## config.mk

```make
export PLATFORM = sky130hd
export DESIGN_NAME = cnt_seq_ctrl
export DESIGN_NICKNAME = d
export VERILOG_FILES = /design/src/rtl/cnt_seq_ctrl.sv
export SDC_FILE = /design/constraint.sdc
export NUM_CORES = 1
export LEC_CHECK = 0
export CAP_MARGIN = 20
export CORE_MARGIN = 10
export CORE_UTILIZATION = 47
export CTS_CLUSTER_SIZE = 12
export DETAILED_ROUTE_END_ITERATION = 6
export GPL_ROUTABILITY_DRIVEN = 1
export PLACE_DENSITY = 0.77
export SYNTH_ARGS = -nofsm -noshare
export SYNTH_HDL_FRONTEND = slang
export SYNTH_SLANG_ARGS = --single-unit
export TNS_END_PERCENT = 30
```

## constraint.sdc

```tcl
create_clock -name clk_i -period 5.4 [get_ports clk_i]
set_clock_uncertainty 0.1 [all_clocks]
set_input_delay 1.62 -clock clk_i [delete_from_list [all_inputs] [get_ports clk_i]]
set_output_delay 1.62 -clock clk_i [all_outputs]
set_load 0.01 [all_outputs]
```

## src/rtl/cnt_seq_ctrl.sv

```systemverilog
`default_nettype none
// ============================================================================
//  Module   : cnt_seq_ctrl (with helper module cnt)
//  Purpose  : Multi-cycle popcount sequencer. Accepts a wide word through a
//             valid/ready handshake. It then time-shares one narrow bit counter
//             across WIDTH/CHUNK cycles and accumulates the partial counts.
//  Revision : 1.0 - initial release
// ============================================================================

// ----------------------------------------------------------------------------
//  cnt : combinational population count of a DEPTH-bit slice.
//        SPEED == 0 uses a linear adder chain. Any other value uses a
//        balanced adder tree.
// ----------------------------------------------------------------------------
module cnt #(
    parameter int DEPTH = 16,
    parameter int SPEED = 0,
    parameter int KW    = $clog2(DEPTH + 1)
) (
    input  logic [DEPTH-1:0] i_data,
    output logic [KW-1:0]    o_count
);

    if (SPEED == 0) begin : g_linear
        // Ripple accumulation, one bit per stage
        always_comb begin
            o_count = '0;
            for (int k = 0; k < DEPTH; k++) begin
                o_count = o_count + KW'(i_data[k]);
            end
        end
    end else begin : g_tree
        // Leaves are padded to a power of two; node[1] is the root
        localparam int LEVELS = $clog2(DEPTH);
        localparam int P2     = 1 << LEVELS;

        logic [KW-1:0] w_node [1:2*P2-1];

        for (genvar i = 0; i < P2; i++) begin : g_leaf
            if (i < DEPTH) begin : g_bit
                assign w_node[P2+i] = KW'(i_data[i]);
            end else begin : g_pad
                assign w_node[P2+i] = '0;
            end
        end

        for (genvar i = 1; i < P2; i++) begin : g_sum
            assign w_node[i] = w_node[2*i] + w_node[2*i+1];
        end

        assign o_count = w_node[1];
    end

endmodule

// ----------------------------------------------------------------------------
//  cnt_seq_ctrl : top-level sequencer
// ----------------------------------------------------------------------------
module cnt_seq_ctrl #(
    parameter int WIDTH = 64,
    parameter int CHUNK = 16,
    parameter int SPEED = 0
) (
    input  logic                         clk_i,
    input  logic                         rst_i,
    input  logic                         in_valid_i,
    output logic                         in_ready_o,
    input  logic [WIDTH-1:0]             in_data_i,
    output logic                         out_valid_o,
    input  logic                         out_ready_i,
    output logic [$clog2(WIDTH+1)-1:0]   out_count_o,
    output logic                         busy_o
);

    localparam int NCH = WIDTH / CHUNK;
    localparam int CW  = $clog2(WIDTH + 1);
    localparam int KW  = $clog2(CHUNK + 1);
    localparam int IW  = (NCH > 1) ? $clog2(NCH) : 1;

    localparam logic [1:0]    C_ST_IDLE  = 2'd0;
    localparam logic [1:0]    C_ST_RUN   = 2'd1;
    localparam logic [1:0]    C_ST_DONE  = 2'd2;
    localparam logic [IW-1:0] C_LAST_IDX = IW'(NCH - 1);

    logic [1:0]       r_state;
    logic [WIDTH-1:0] r_data;
    logic [CW-1:0]    r_acc;
    logic [IW-1:0]    r_idx;
    logic [CHUNK-1:0] w_slice;
    logic [KW-1:0]    w_partial;

    // Select the chunk addressed by the current index
    always_comb begin
        w_slice = '0;
        for (int k = 0; k < NCH; k++) begin
            if (r_idx == IW'(k)) begin
                w_slice = r_data[k*CHUNK +: CHUNK];
            end
        end
    end

    // Single shared slice counter
    cnt #(
        .DEPTH (CHUNK),
        .SPEED (SPEED),
        .KW    (KW)
    ) u_cnt (
        .i_data  (w_slice),
        .o_count (w_partial)
    );

    // Sequencer FSM: accept, accumulate one chunk per cycle, hold the result
    always_ff @(posedge clk_i or posedge rst_i) begin
        if (rst_i) begin
            r_state <= C_ST_IDLE;
            r_data  <= '0;
            r_acc   <= '0;
            r_idx   <= '0;
        end else begin
            case (r_state)
                C_ST_IDLE: begin
                    if (in_valid_i) begin
                        r_data  <= in_data_i;
                        r_acc   <= '0;
                        r_idx   <= '0;
                        r_state <= C_ST_RUN;
                    end
                end
                C_ST_RUN: begin
                    r_acc <= r_acc + CW'(w_partial);
                    if (r_idx == C_LAST_IDX) begin
                        r_state <= C_ST_DONE;
                    end else begin
                        r_idx <= r_idx + 1'b1;
                    end
                end
                C_ST_DONE: begin
                    if (out_ready_i) begin
                        r_state <= C_ST_IDLE;
                    end
                end
                default: begin
                    r_state <= C_ST_IDLE;
                end
            endcase
        end
    end

    // Handshake and status outputs depend only on state
    assign in_ready_o  = (r_state == C_ST_IDLE);
    assign out_valid_o = (r_state == C_ST_DONE);
    assign busy_o      = (r_state == C_ST_RUN);
    assign out_count_o = r_acc;

endmodule
`default_nettype wire
```

==> impl_metrics.env <==
export IMPL_wire_length_of_the_first_global_routing_pass_mm=17.0
export IMPL_synth_cell_types=34
export IMPL_worst_path_arrival_ns=5.58
export IMPL_timing_critical_path_buf_inv=3
export IMPL_maximum_number_of_pins_on_one_net_before_global_route_repair=70
export IMPL_violations="setup timing"
export IMPL_design_core_area_sq_um=8220
export IMPL_grt_total_usage=0.161
export IMPL_yosys_warnings=0
export IMPL_route_detailed_drc=0
export IMPL_timing_critical_path_to_type="register"
export IMPL_timing_fmax_mhz=184
export IMPL_numClockSinks=75
export IMPL_worstSkewPairLatency_ns=0.36
export IMPL_vias=3353
export IMPL_drt_iter0_markers=243
export IMPL_setup_viol=2
export IMPL_port_buffers=77
export IMPL_antenna_violating_nets_post_route=0
export IMPL_fill_cells=695
export IMPL_final_wirelength_mm=10.0
export IMPL_first_global_vias=3532
export IMPL_list_of_cells_traversed_by_the_critical_path="inv_2 > ha_4 > nand3b_1 > a21oi_2 > a21oi_2 > o21ai_1 > ha_1 > fa_1 > fa_1 > fa_1 > inv_1 > fa_1 > fa_2 > fa_2 > inv_1 > ha_1 > a211o_1 > o21ai_1 > xor2_1 > o21ai_1"
export IMPL_area_growth_synth_to_final_pct=29.4
export IMPL_cp_slowest_cell="sky130_fd_sc_hd__fa_2"
export IMPL_synthesis_nets=570
export IMPL_gp_routability_congestion=0.837
export IMPL_routed_via_density=5.03
export IMPL_post_cts_hold_buffer_count=0
export IMPL_asyncSetResetFlopFracSynth=1.00
export IMPL_worstSetupStartpointType="register"
export IMPL_htreeDepth=3
export IMPL_floorplan_initialDensity=0.482
export IMPL_dr_wl_met2_mm=4.60
export IMPL_timing_setup_tns_ns=-0.0976
export IMPL_clock_tree_root_cell="sky130_fd_sc_hd__clkbuf_8"
export IMPL_tritoncts_num_buffers=9
export IMPL_die_height_microns=112
export IMPL_worst_ep_required_time_ns=5.54
export IMPL_drt_wirelength_per_cell_microns=15.1
export IMPL_final_layout_size_suffix_gt1_frac=0.0979
export IMPL_drt_first_pass_iters=4
export IMPL_yosysTopAreaCellShare=0.473
export IMPL_synth_seq_area_share=0.473
export IMPL_antenna_found_initial=0
export IMPL_max_clock_path_buffers=2
export IMPL_unrepaired_setup_endpoints_after_global_routing="true"
export IMPL_final_min_clock_period_ns=5.45
export IMPL_finish_instance_area_sq_um=5130
export IMPL_post_synth_instance_area_sq_um=3960
export IMPL_synth_seq_cells=75
export IMPL_total_congestion_overflow=0
export IMPL_postSynth_topFlopCell="sky130_fd_sc_hd__dfrtp_1"
export IMPL_critPathTopFamily="adder cells"
export IMPL_dp_hpwl_mm=7.44
export IMPL_design_portCount=78
export IMPL_placement_cell_area_sq_um=4860
export IMPL_final_setup_worst_slack_ns=-0.0491
export IMPL_criticalPathCategory="reg -> reg"
export IMPL_chipWidth_microns=112
export IMPL_antenna_diode_count=0
export IMPL_yosysTopAreaCell="sky130_fd_sc_hd__dfrtp_1"
export IMPL_met3WireLength_microns=527
export IMPL_slew_limit_headroom=0.591
export IMPL_wirelength_met1_mm=4.75
export IMPL_synth_most_common_cell="sky130_fd_sc_hd__nand2_1"
export IMPL_cts_tree="yes"
export IMPL_cp_slowest_stage_delay_ns=0.58
export IMPL_outcome="finished with violations"
export IMPL_finalHoldViolCount=0
export IMPL_finalMaxSlewViolations=0
export IMPL_synth_edf_count=0
export IMPL_standard_cell_row_count=33
export IMPL_tightest_slew_ns=0.613
export IMPL_synth_top_cells_by_count="219 x sky130_fd_sc_hd__nand2_1, 75 x sky130_fd_sc_hd__dfrtp_1, 38 x sky130_fd_sc_hd__a21oi_1"
export IMPL_synth_area_leaders="sky130_fd_sc_hd__dfrtp_1 47%, sky130_fd_sc_hd__nand2_1 21%, sky130_fd_sc_hd__fa_1 5.6%, sky130_fd_sc_hd__a21oi_1 4.8%, sky130_fd_sc_hd__ha_1 4.4%"
export IMPL_crit_path_frequent_cell="sky130_fd_sc_hd__fa_1"
export IMPL_route_top_layer_used="met4"
export IMPL_max_cap_viol_count=0
export IMPL_cts_clk_slew_worst_paths_ns=0.08
export IMPL_finalCritPeriodShare=1.01
export IMPL_cp_max_fo=8
export IMPL_syn_avg_cell_area_sq_um=8.31
export IMPL_fp_dieArea_sq_um=12500
export IMPL_placement_stage_worst_setup_slack_ns=-0.193
export IMPL_post_synth_inst_count=477
export IMPL_finish_net_count=650
export IMPL_min_delay_path_class="reg -> reg"
export IMPL_final_core_utilization=0.624
[worst min-delay path: cells and delay by family (launching register included)]
family           cells  cell delay [ns]
and+or+nand+nor      2             0.11
DFF                  1             0.34
[per-stage QoR]
stage,instances,hold WS (ns)
CTS,665,0.384
finish,667,0.383
global placement,649,0.360
floorplan,477,0.346
detailed placement,649,0.365
global route,667,0.410
[flip-flops by register name, summed over array words and instances, names as in the netlist]
name,count
out_count_o,7
r_data,64
r_idx,2
r_state,2
[cell type report]
type                       instances  area [sq um]  area share
clock buffer                      12           155      0.0303
clock inverter                     4          25.0     0.00488
inverter                          22          82.6      0.0161
multi-input combinational        352          1910       0.373
sequential                        75          1880       0.366
tap                              105           131      0.0256
timing repair buffer              97           941       0.184
[final timing paths]
path                                   startpoint                         end  slack, ns  cells after the start
min                        r_data[12]$_DFFE_PP0P_      r_data[12]$_DFFE_PP0P_       0.38                      2
max                          r_idx[1]$_DFFE_PP0P_  out_count_o[3]$_DFFE_PP0P_      -0.05                     20
min in group asynchronous                   rst_i       r_data[0]$_DFFE_PP0P_       1.53                      2
min reg2reg                r_data[12]$_DFFE_PP0P_      r_data[12]$_DFFE_PP0P_       0.38                      2
max reg2reg                  r_idx[1]$_DFFE_PP0P_  out_count_o[3]$_DFFE_PP0P_      -0.05                     20
max in group asynchronous                   rst_i        r_idx[0]$_DFFE_PP0P_       2.63                      3
[cells in the final DEF, fill, tap and decap left out, types with 2 or more instances in the layout]
master / instances
sky130_fd_sc_hd__nand2_1: 218
sky130_fd_sc_hd__clkdlybuf4s50_1: 77
sky130_fd_sc_hd__dfrtp_1: 74
sky130_fd_sc_hd__a21oi_1: 35
sky130_fd_sc_hd__inv_1: 19
sky130_fd_sc_hd__buf_4: 19
sky130_fd_sc_hd__o21ai_0: 18
sky130_fd_sc_hd__nand3b_1: 12
sky130_fd_sc_hd__clkbuf_8: 11
sky130_fd_sc_hd__ha_1: 10
sky130_fd_sc_hd__o21ai_1: 9
sky130_fd_sc_hd__fa_1: 8
sky130_fd_sc_hd__a22oi_1: 4
sky130_fd_sc_hd__inv_2: 3
sky130_fd_sc_hd__nor2_1: 3
sky130_fd_sc_hd__nand3_1: 3
sky130_fd_sc_hd__a21oi_2: 3
sky130_fd_sc_hd__fa_2: 3
sky130_fd_sc_hd__nor2_2: 2
sky130_fd_sc_hd__mux2i_1: 2
sky130_fd_sc_hd__nor2b_1: 2
sky130_fd_sc_hd__xnor2_1: 2
sky130_fd_sc_hd__ha_4: 2
sky130_fd_sc_hd__ha_2: 2
sky130_fd_sc_hd__clkinv_2: 2
sky130_fd_sc_hd__clkinvlp_4: 2
[logic make-up (layout without fill, tap and decap cells)]
group           after synthesis  count (layout)  share of synthesized area
compound gates               78              78                      0.108
xor+xnor                      3               3                    0.00663
fa+ha+maj                    25              25                     0.0997
buf+inv                      50             135                     0.0603
flops                        75              75                      0.473
mux                           2               2                    0.00505
simple gates                244             244                      0.247
[per-layer routing]
layer | track usage | vias to the layer above
met5 | 0 | -
met4 | 0.0523 | 0
met3 | 0.0478 | 13
met2 | 0.248 | 94
met1 | 0.211 | 1574
li1 | - | 1672
[repair_timing]
item,in CTS,in global routing
setup buffers,0,1
gates resized for setup,11,9
setup endpoints to repair,4,5
pin swaps,0,1
Power is left out: the tool's default activity adds up to more than one toggle a clock period on the data nets, which glitch-free logic cannot reach.
